===== src/rtl/instr_fetch_unit.sv =====
// Instruction fetch stage: PC, imem req/ack handshake, instruction FIFO and branch redirect.
// Optional perf counters (PerfDiscard/PerfStall) are built only when IFETCH_PERF_CNT_EN is defined.
module instr_fetch_unit #(
    parameter int unsigned       ADDR_W     = 8,
    parameter int unsigned       INSTR_W    = 24,
    parameter logic [ADDR_W-1:0] RESET_PC   = '0,
    parameter int unsigned       FIFO_DEPTH = 2
) (
    input  logic               Clock,
    input  logic               ResetN,
    output logic               ImemReq,
    output logic [ADDR_W-1:0]  ImemAddr,
    input  logic               ImemAck,
    input  logic [INSTR_W-1:0] ImemData,
    input  logic               Halt,
    input  logic               BranchTaken,
    input  logic [ADDR_W-1:0]  BranchTarget,
    output logic               InstrValid,
    input  logic               DecReady,
    output logic [INSTR_W-1:0] Instr,
    output logic [ADDR_W-1:0]  InstrPc,
    output logic [3:0]         Opcode,
    output logic [15:0]        PerfDiscard,
    output logic [15:0]        PerfStall
);

    localparam int unsigned PTR_W = $clog2(FIFO_DEPTH);
    localparam int unsigned CNT_W = $clog2(FIFO_DEPTH + 1);

    typedef enum logic [1:0] {IDLE, FETCH, WAIT} state_t;

    state_t             state_q, state_d;
    logic [ADDR_W-1:0]  pc_q, pc_d, addr_q, addr_d;
    logic               req_q, req_d, discard_q, discard_d;
    logic [INSTR_W-1:0] data_q [FIFO_DEPTH];
    logic [ADDR_W-1:0]  pcb_q  [FIFO_DEPTH];
    logic [PTR_W-1:0]   rd_ptr_q, wr_ptr_q;
    logic [CNT_W-1:0]   count_q, count_d, count_pop;
    logic               pop, push, drop;

    always_comb begin
        state_d   = state_q;
        pc_d      = pc_q;
        addr_d    = addr_q;
        req_d     = req_q;
        discard_d = discard_q;
        push      = 1'b0;
        drop      = 1'b0;
        pop       = (count_q != '0) && DecReady && !BranchTaken;
        count_pop = pop ? count_q - CNT_W'(1) : count_q;

        unique case (state_q)
            IDLE: state_d = FETCH;
            FETCH: begin
                if (!BranchTaken && !Halt && (count_pop < CNT_W'(FIFO_DEPTH))) begin
                    req_d   = 1'b1;
                    addr_d  = pc_q;
                    state_d = WAIT;
                end
            end
            WAIT: begin
                if (ImemAck) begin
                    drop      = discard_q || BranchTaken;
                    push      = !drop;
                    discard_d = 1'b0;
                    if (push) begin
                        pc_d = pc_q + ADDR_W'(1);
                    end
                    // Back-to-back fetch only when the slot for the next response is guaranteed.
                    if (push && !Halt && ((count_pop + CNT_W'(1)) < CNT_W'(FIFO_DEPTH))) begin
                        addr_d = pc_q + ADDR_W'(1);
                    end else begin
                        req_d   = 1'b0;
                        state_d = FETCH;
                    end
                end else if (BranchTaken) begin
                    discard_d = 1'b1;
                end
            end
            default: state_d = IDLE;
        endcase

        if (BranchTaken) begin
            pc_d = BranchTarget;
        end
    end

    always_comb begin
        count_d = count_q;
        if (BranchTaken) begin
            count_d = '0;
        end else if (push && !pop) begin
            count_d = count_q + CNT_W'(1);
        end else if (!push && pop) begin
            count_d = count_q - CNT_W'(1);
        end
    end

    always_ff @(posedge Clock or negedge ResetN) begin
        if (!ResetN) begin
            state_q   <= IDLE;
            pc_q      <= RESET_PC;
            addr_q    <= RESET_PC;
            req_q     <= 1'b0;
            discard_q <= 1'b0;
            count_q   <= '0;
            rd_ptr_q  <= '0;
            wr_ptr_q  <= '0;
        end else begin
            state_q   <= state_d;
            pc_q      <= pc_d;
            addr_q    <= addr_d;
            req_q     <= req_d;
            discard_q <= discard_d;
            count_q   <= count_d;
            if (BranchTaken) begin
                rd_ptr_q <= '0;
                wr_ptr_q <= '0;
            end else begin
                if (push) wr_ptr_q <= wr_ptr_q + PTR_W'(1);
                if (pop)  rd_ptr_q <= rd_ptr_q + PTR_W'(1);
            end
        end
    end

    always_ff @(posedge Clock) begin
        if (push) begin
            data_q[wr_ptr_q] <= ImemData;
            pcb_q[wr_ptr_q]  <= addr_q;
        end
    end

    assign ImemReq    = req_q;
    assign ImemAddr   = addr_q;
    assign InstrValid = (count_q != '0);
    assign Instr      = InstrValid ? data_q[rd_ptr_q] : '0;
    assign InstrPc    = InstrValid ? pcb_q[rd_ptr_q]  : '0;
    assign Opcode     = Instr[INSTR_W-1 -: 4];

`ifdef IFETCH_PERF_CNT_EN
    logic [15:0] perf_disc_q, perf_stall_q;

    always_ff @(posedge Clock or negedge ResetN) begin
        if (!ResetN) begin
            perf_disc_q  <= '0;
            perf_stall_q <= '0;
        end else begin
            if (drop && (perf_disc_q != 16'hFFFF)) begin
                perf_disc_q <= perf_disc_q + 16'd1;
            end
            if (InstrValid && !DecReady && (perf_stall_q != 16'hFFFF)) begin
                perf_stall_q <= perf_stall_q + 16'd1;
            end
        end
    end

    assign PerfDiscard = perf_disc_q;
    assign PerfStall   = perf_stall_q;
`else
    assign PerfDiscard = '0;
    assign PerfStall   = '0;
`endif

endmodule


===== config.mk =====
export PLATFORM = sky130hd
export DESIGN_NAME = instr_fetch_unit
export DESIGN_NICKNAME = d
export VERILOG_FILES = /design/src/rtl/instr_fetch_unit.sv
export SDC_FILE = /design/constraint.sdc
export NUM_CORES = 1
export LEC_CHECK = 0
export BUFFER_PORTS_ARGS = -buffer_cell sky130_fd_sc_hd__buf_2
export CAP_MARGIN = 20
export CORE_MARGIN = 1
export CORE_UTILIZATION = 47
export DETAILED_ROUTE_END_ITERATION = 16
export MAX_ROUTING_LAYER = met4
export PLACE_DENSITY = 0.8
export SKIP_LAST_GASP = 1
export SLEW_MARGIN = 10
export SYNTH_ARGS = -nofsm -noshare
export SYNTH_HDL_FRONTEND = slang
export SYNTH_SLANG_ARGS = --single-unit

===== constraint.sdc =====
create_clock -name Clock -period 4.02 [get_ports Clock]
set_clock_uncertainty 0.2 [all_clocks]
set_input_delay 0 -clock Clock [delete_from_list [all_inputs] [get_ports Clock]]
set_output_delay 0 -clock Clock [all_outputs]
set_load 0.02 [all_outputs]

# Word level (Yosys, flattened, before mapping)
# Memory sizes are Yosys's and may differ from the RTL's.
# Index checks and enable logic that the tools add are counted.
dict set report classes {
  n_eq_ne 7
  order_cmp 2
  n_reduce_logical 27
  mux 32
  n_addsub 6
}
# op count
set op_table {}
lappend op_table {{8-bit 2-to-1 mux} 8}
lappend op_table {{24-bit 2-to-1 mux} 1}
lappend op_table {{8-bit case mux with 2 select lines} 1}
lappend op_table {{2-bit 2-to-1 mux} 7}
lappend op_table {{1-bit 2-to-1 mux} 13}
lappend op_table {{2-bit nonzero test} 6}
lappend op_table {{2-bit != test (second input constant)} 5}
lappend op_table {{8-bit by 1-bit adder with 8-bit output (second input constant)} 1}
lappend op_table {{1-bit logical AND} 8}
lappend op_table {{4-bit AND reduction} 2}
lappend op_table {{2-bit case mux with 3 select lines} 1}
lappend op_table {{3-bit AND reduction} 2}
lappend op_table {{1-bit zero test} 5}
lappend op_table {{2-bit by 1-bit adder with 2-bit output (second input constant)} 2}
lappend op_table {{2-bit < comparator (second input constant)} 2}
lappend op_table {{3-bit nonzero test} 1}
lappend op_table {{1-bit adder (second input constant)} 2}
lappend op_table {{2-bit by 1-bit equality test with 1-bit output (second input constant)} 1}
lappend op_table {{2-bit equality test (second input constant)} 1}
lappend op_table {{2-bit zero test} 1}
lappend op_table {{1-bit case mux with 2 select lines} 1}
lappend op_table {{2-bit AND reduction} 1}
lappend op_table {{2-bit by 1-bit subtractor with 2-bit output (second input constant)} 1}
lappend op_table {{1-bit logical OR} 1}
dict set report word_totals {
  output_inout_bits 78
  in_bits 38
  mem_bits_rw 64
  elab_cells 84
  n_memories 2
  regBits 24
}
# memory depth word_bits read_ports rd_clocked_by_memory_dff write_ports line
set memory_table {}
lappend memory_table {data_q 2 24 1 0 1 35} ;# logic [INSTR_W-1:0] data_q [FIFO_DEPTH];
lappend memory_table {pcb_q 2 8 1 0 1 36} ;# logic [ADDR_W-1:0] pcb_q [FIFO_DEPTH];

# Longest topological paths before layout
dict set report logic_depth {
  word_depth 10
  depth_mapped 9
  ltp_nobuf 7
}

# Worst setup path before layout
# OpenSTA, ideal clock, no wires.
dict set report synth_timing {
  kind {reg-to-reg}
  startpoint {reg state_q[0]}
  endpoint {mem data_q[1][0] (enable)}
  required_ps 3352
  path_buffers 0
  setup_time_ps 468
  setup_slack_ps -114
  stages_incl_launch_ff 4
  synth_period_minus_slack_ps 4134
  t_arrival_ps 3466
  path_cell_list {dfrtp_1 > nor3b_1 > nand2_1 > nor3b_1}
}
dict set report synth_between {
  elab_chain_cells 4
}
# item line
set synth_rtl {}
lappend synth_rtl {{from (decl)} 32} ;# state_t state_q, state_d;
lappend synth_rtl {{from (signal assigned)} 110} ;# state_q <= state_d;
lappend synth_rtl {{2-bit equality test} 52} ;# unique case (state_q)
lappend synth_rtl {{1-bit 2-to-1 mux} 52}
lappend synth_rtl {{1-bit 2-to-1 mux} 127} ;# if (push) begin
lappend synth_rtl {{1-bit 2-to-1 mux (implied by the code)} 128} ;# data_q[wr_ptr_q] <= ImemData;
lappend synth_rtl {{to (decl)} 35}
# No other way between the ends.

# Worst setup path after layout
dict set report layout_timing {
  startpoint {reg count_q[0]}
  endpoint {reg addr_q[4], in the netlist ImemAddr[4]}
}
dict set report layout_between {
  elab_chain_cells 9
  word_cells_on_any_way 13
  classes_between {add/sub: 2; order compare: 2; eq/ne: 2; mux: 1; reduce/logical: 6}
}
# item line
set layout_rtl {}
lappend layout_rtl {{from (decl)} 38} ;# logic [CNT_W-1:0] count_q, count_d, count_pop;
lappend layout_rtl {{from (signal assigned)} 115} ;# count_q <= count_d;
lappend layout_rtl {{parallel branches: the longest is 3 deep, another holds 2-bit by 1-bit subtractor with 2-bit output} -}
lappend layout_rtl {{2-bit 2-to-1 mux (*)} 50} ;# count_pop = pop ? count_q - CNT_W'(1) : count_q;
lappend layout_rtl {{2-bit by 1-bit adder with 2-bit output} 70} ;# if (push && !Halt && ((count_pop + CNT_W'(1)) < CNT_W'(FIFO_DEPTH))) begin
lappend layout_rtl {{2-bit < comparator} 70}
lappend layout_rtl {{1-bit logical AND} 70}
lappend layout_rtl {{2-bit != test (no line)} -}
lappend layout_rtl {{4-bit AND reduction (no line) (*)} -}
lappend layout_rtl {{to (signal assigned)} 112} ;# addr_q <= addr_d;
lappend layout_rtl {{to (decl)} 33} ;# logic [ADDR_W-1:0] pc_q, pc_d, addr_q, addr_d;
# Mark *: on every way between the ends.
# A chain may end at the register's enable or synchronous reset.

==> impl_results.md <==
* MaxCap Viol Count at 0
* Io pins at 116
* Initial antenna violation count at 0
* Row count at 33
* Initial drt markers at 127
* Global routing usage on met3 at 2.74%
* CP max FO at 34
* CTS H-tree depth at 3
* Final period util at 71.4%
* Vias at 2,600
* Main combinational cell family by area after synthesis: multiplexers
* Mux cell area share after synthesis at 11.8%
* First drt pass iteration count at 4
* WL final at 7700 um
* Pin count of the biggest net entering global routing at 35
* Nets at 477
* Rel. slew slack at 35.0%
* Critical Path AT at 2.91 ns
* Pre-CTS WS at 1.15 ns
* Critical R2R Capture: ImemAddr[4]$_DFFE_PN0P_
* Syn_area_per_cell at 13.2 um^2
* Ys Warns at 0
* Congestion Overflow GR at 0
* Post-synthesis adder-cell area fraction at 0.623%
* Dominant synthesized flop cell: edfxtp_1
* Setup Crit Path Kind: reg -> reg
* Number of fill cells at 644
* Met1 Usage GRT at 21.8%
* Reg2reg start: count_q[0]$_DFFE_PN0P_
* Gpl congestion at 0.854
* P_leak at 2.08 nW
* Met2 usage at 33.2%
* Hold WC Path Type: in -> reg
* Clk_lat worst skew at 0.34 ns
* Layout cells sized above 1 at 27.1%
* Worst-path clk slew at 0.10 ns
* Antenna Nets Post-Route at 0
* Die height at 94.4 um
* Fmax at 0.348 GHz
* Share of the yosys chip area belonging to registers at 62.8%
* Area Growth Syn to Fin at 27.4%
* Die area at 8910 um^2
* PortBufs at 83
* Multi-input logic area at 1270 um^2
* Yosys cell types at 32
* Gr usage total at 19.1%
* Slew Limit Fails at 0
* Post-synth EDFFs at 64
* Cell count after synthesis at 305
* Worst R2R Path Depth at 8
* Post-synth top area cell: edfxtp_1
* Crit start category: flip-flop
* Actual slew at the worst max-slew pin at 0.975 ns
* Sequential cell area at 2520 um^2
* Critical Path Source: count_q[0]$_DFFE_PN0P_
* Starting Density at 48.6%
* Synth Cell Area at 4010 um^2
* TritonCTS Sinks at 88
* GRT busiest layer: met2
* Synth top area cells: edfxtp_1, dfrtp_1, mux2i_1
* Crit path capture: ImemAddr[4]$_DFFE_PN0P_
* Register-to-register setup slack at 1.15 ns
* Inserted Clock Buffers at 9
* DR WL/cell at 14.1 um
* Min cycle time layout at 2.87 ns
* Clk Tree Root Cell: clkbuf_8
* Synth Area in Simple Gates at 8.85%
* Post-CTS Setup Inserts at 0
* CP endpoint kind: flip-flop
* CP required at 4.06 ns
* Die span in x at 94.4 um
* Status: finished clean
* Max Buffers Root-to-Sink at 2
* Setup total negative slack at 0 ns
* Core Box Area at 8260 um^2
* First-pass GRT wire length at 12,300 um
* Async SR Flop Fraction at 27.3%
* DRC errors left at 0
* Post-synth top area share at 47.9%
* Via-to-Cell Ratio at 4.75
* TritonCTS clock tree: yes
* Xor/xnor share of the synthesized area at 4.33%
* Post-route worst setup slack at 1.15 ns
* Setup violations, final at 0
* Ant diodes at 0
* Post-DP HPWL at 4690 um
* Power Density at 562 nW/um^2
* Max VDD drop at 0.000319 V
* Final Hold Fails at 0
* RSZ-0062 raised after global routing: no
* Yosys reg bits at 88
* Synth Area in Compound Gates at 2.62%
* Vias in the first global route at 2,658
through the flow:
step | cells | hold WS, ns | power [mW] | util (%) | cell area (um^2)
floorplan | 336 | -0.496 | 2.01 | - | 4140
global placement | 477 | -0.199 | 2.23 | 53.0 | 4380
detailed placement | 477 | -0.188 | 2.27 | 53.0 | 4380
CTS | 546 | 0.159 | 2.88 | 61.7 | 5100
global route | 547 | 0.163 | 3.03 | 61.9 | 5110
finish | 547 | 0.171 | 2.87 | 61.9 | 5110
metal layers:
layer	vias up	share of wire, %
li1	1252	-
met3	16	4.3
met2	100	52
met4	0	2.2
met1	1232	42
met5	-	0
power by group:
group	switching [mW]	internal, mW
registers	0.165	1.10
logic	0.609	0.432
clock network	0.319	0.249
total	1.09	1.78
layout by cell type, fill, tap and decap left out, drive strengths merged:
cell	instances
a211oi	1
a21o	1
a21oi	2
a311oi	2
a32oi	1
and2	1
and3	3
and4	1
buf	87
clkbuf	10
clkinv	3
clkinvlp	1
conb	32
dfrtp	24
dlygate4sd3	53
edfxtp	64
ha	2
inv	6
mux2	9
mux2i	36
nand2	18
nand3	3
nor2	48
nor2b	3
nor3	2
nor3b	2
nor4	1
o21ai	7
xnor2	14
xor2	5
synthesized netlist by cell type, types with 2 or more instances:
master,count
clkbuf_1,10
a21oi_1,2
nand3_1,3
mux2_2,9
mux2i_1,35
and3_1,3
xnor2_1,13
o21ai_0,7
a311oi_1,2
dfrtp_1,24
nor3_1,2
nor2_1,48
ha_1,2
xor2_1,5
nor3b_1,2
nor2b_1,2
buf_4,38
edfxtp_1,64
inv_1,4
nand2_1,18
worst max-delay path: stages, from the launching register on:
cell and delay, ns:
dfrtp_1 0.37, inv_1 0.10, ha_1 0.21, buf_4 0.24
nor2b_2 0.38, mux2i_4 0.33, xnor2_2 0.13, a32oi_4 0.40
mux2_2 0.39
what timing repair did:
item                                    in CTS  in global routing
resized for setup                            0                  0
hold buffers                                53                  0
endpoints found under the hold margin       88                  0
endpoints found under the setup margin       0                  0
area by class of cell:
cell class / instances / area share, %
clock inverters: 6 / 1.00
clock buffers: 10 / 2.69
inverters: 4 / 0.294
repair buffers: 140 / 19.2
multi-input cells: 194 / 24.8
flip-flops and latches: 88 / 49.4
well taps: 105 / 2.57
flip-flops by register name, summed over array words and instances, names as in the netlist:
register   flops
data_q        48
pcb_q         16
ImemReq        1
rd_ptr_q       1
ImemAddr       8
wr_ptr_q       1
pc_q           8
state_q        2
discard_q      1
count_q        2
cells by family after synthesis:
family          count (synthesis)
flops                          88
mux                            45
other cells                     1
buf+inv                        54
compound gates                 14
fa+ha+maj                       2
xor+xnor                       19
simple gates                   82
how the worst min path moves through the flow:
stage / from / to / slack [ns] / cells after the start
finish: ImemData[1] / data_q[0][1]$_DFFE_PP_ / 0.17 / 2
global route: ImemData[14] / data_q[1][14]$_DFFE_PP_ / 0.16 / 2
CTS: ImemData[1] / data_q[1][1]$_DFFE_PP_ / 0.16 / 2
detailed placement: ResetN / pc_q[6]$_DFFE_PN0P_ / -0.19 / 1
global placement: ResetN / pc_q[6]$_DFFE_PN0P_ / -0.20 / 1
floorplan: ResetN / ImemAddr[0]$_DFFE_PN0P_ / -0.50 / 0
(Power assumes the default switching activity.)
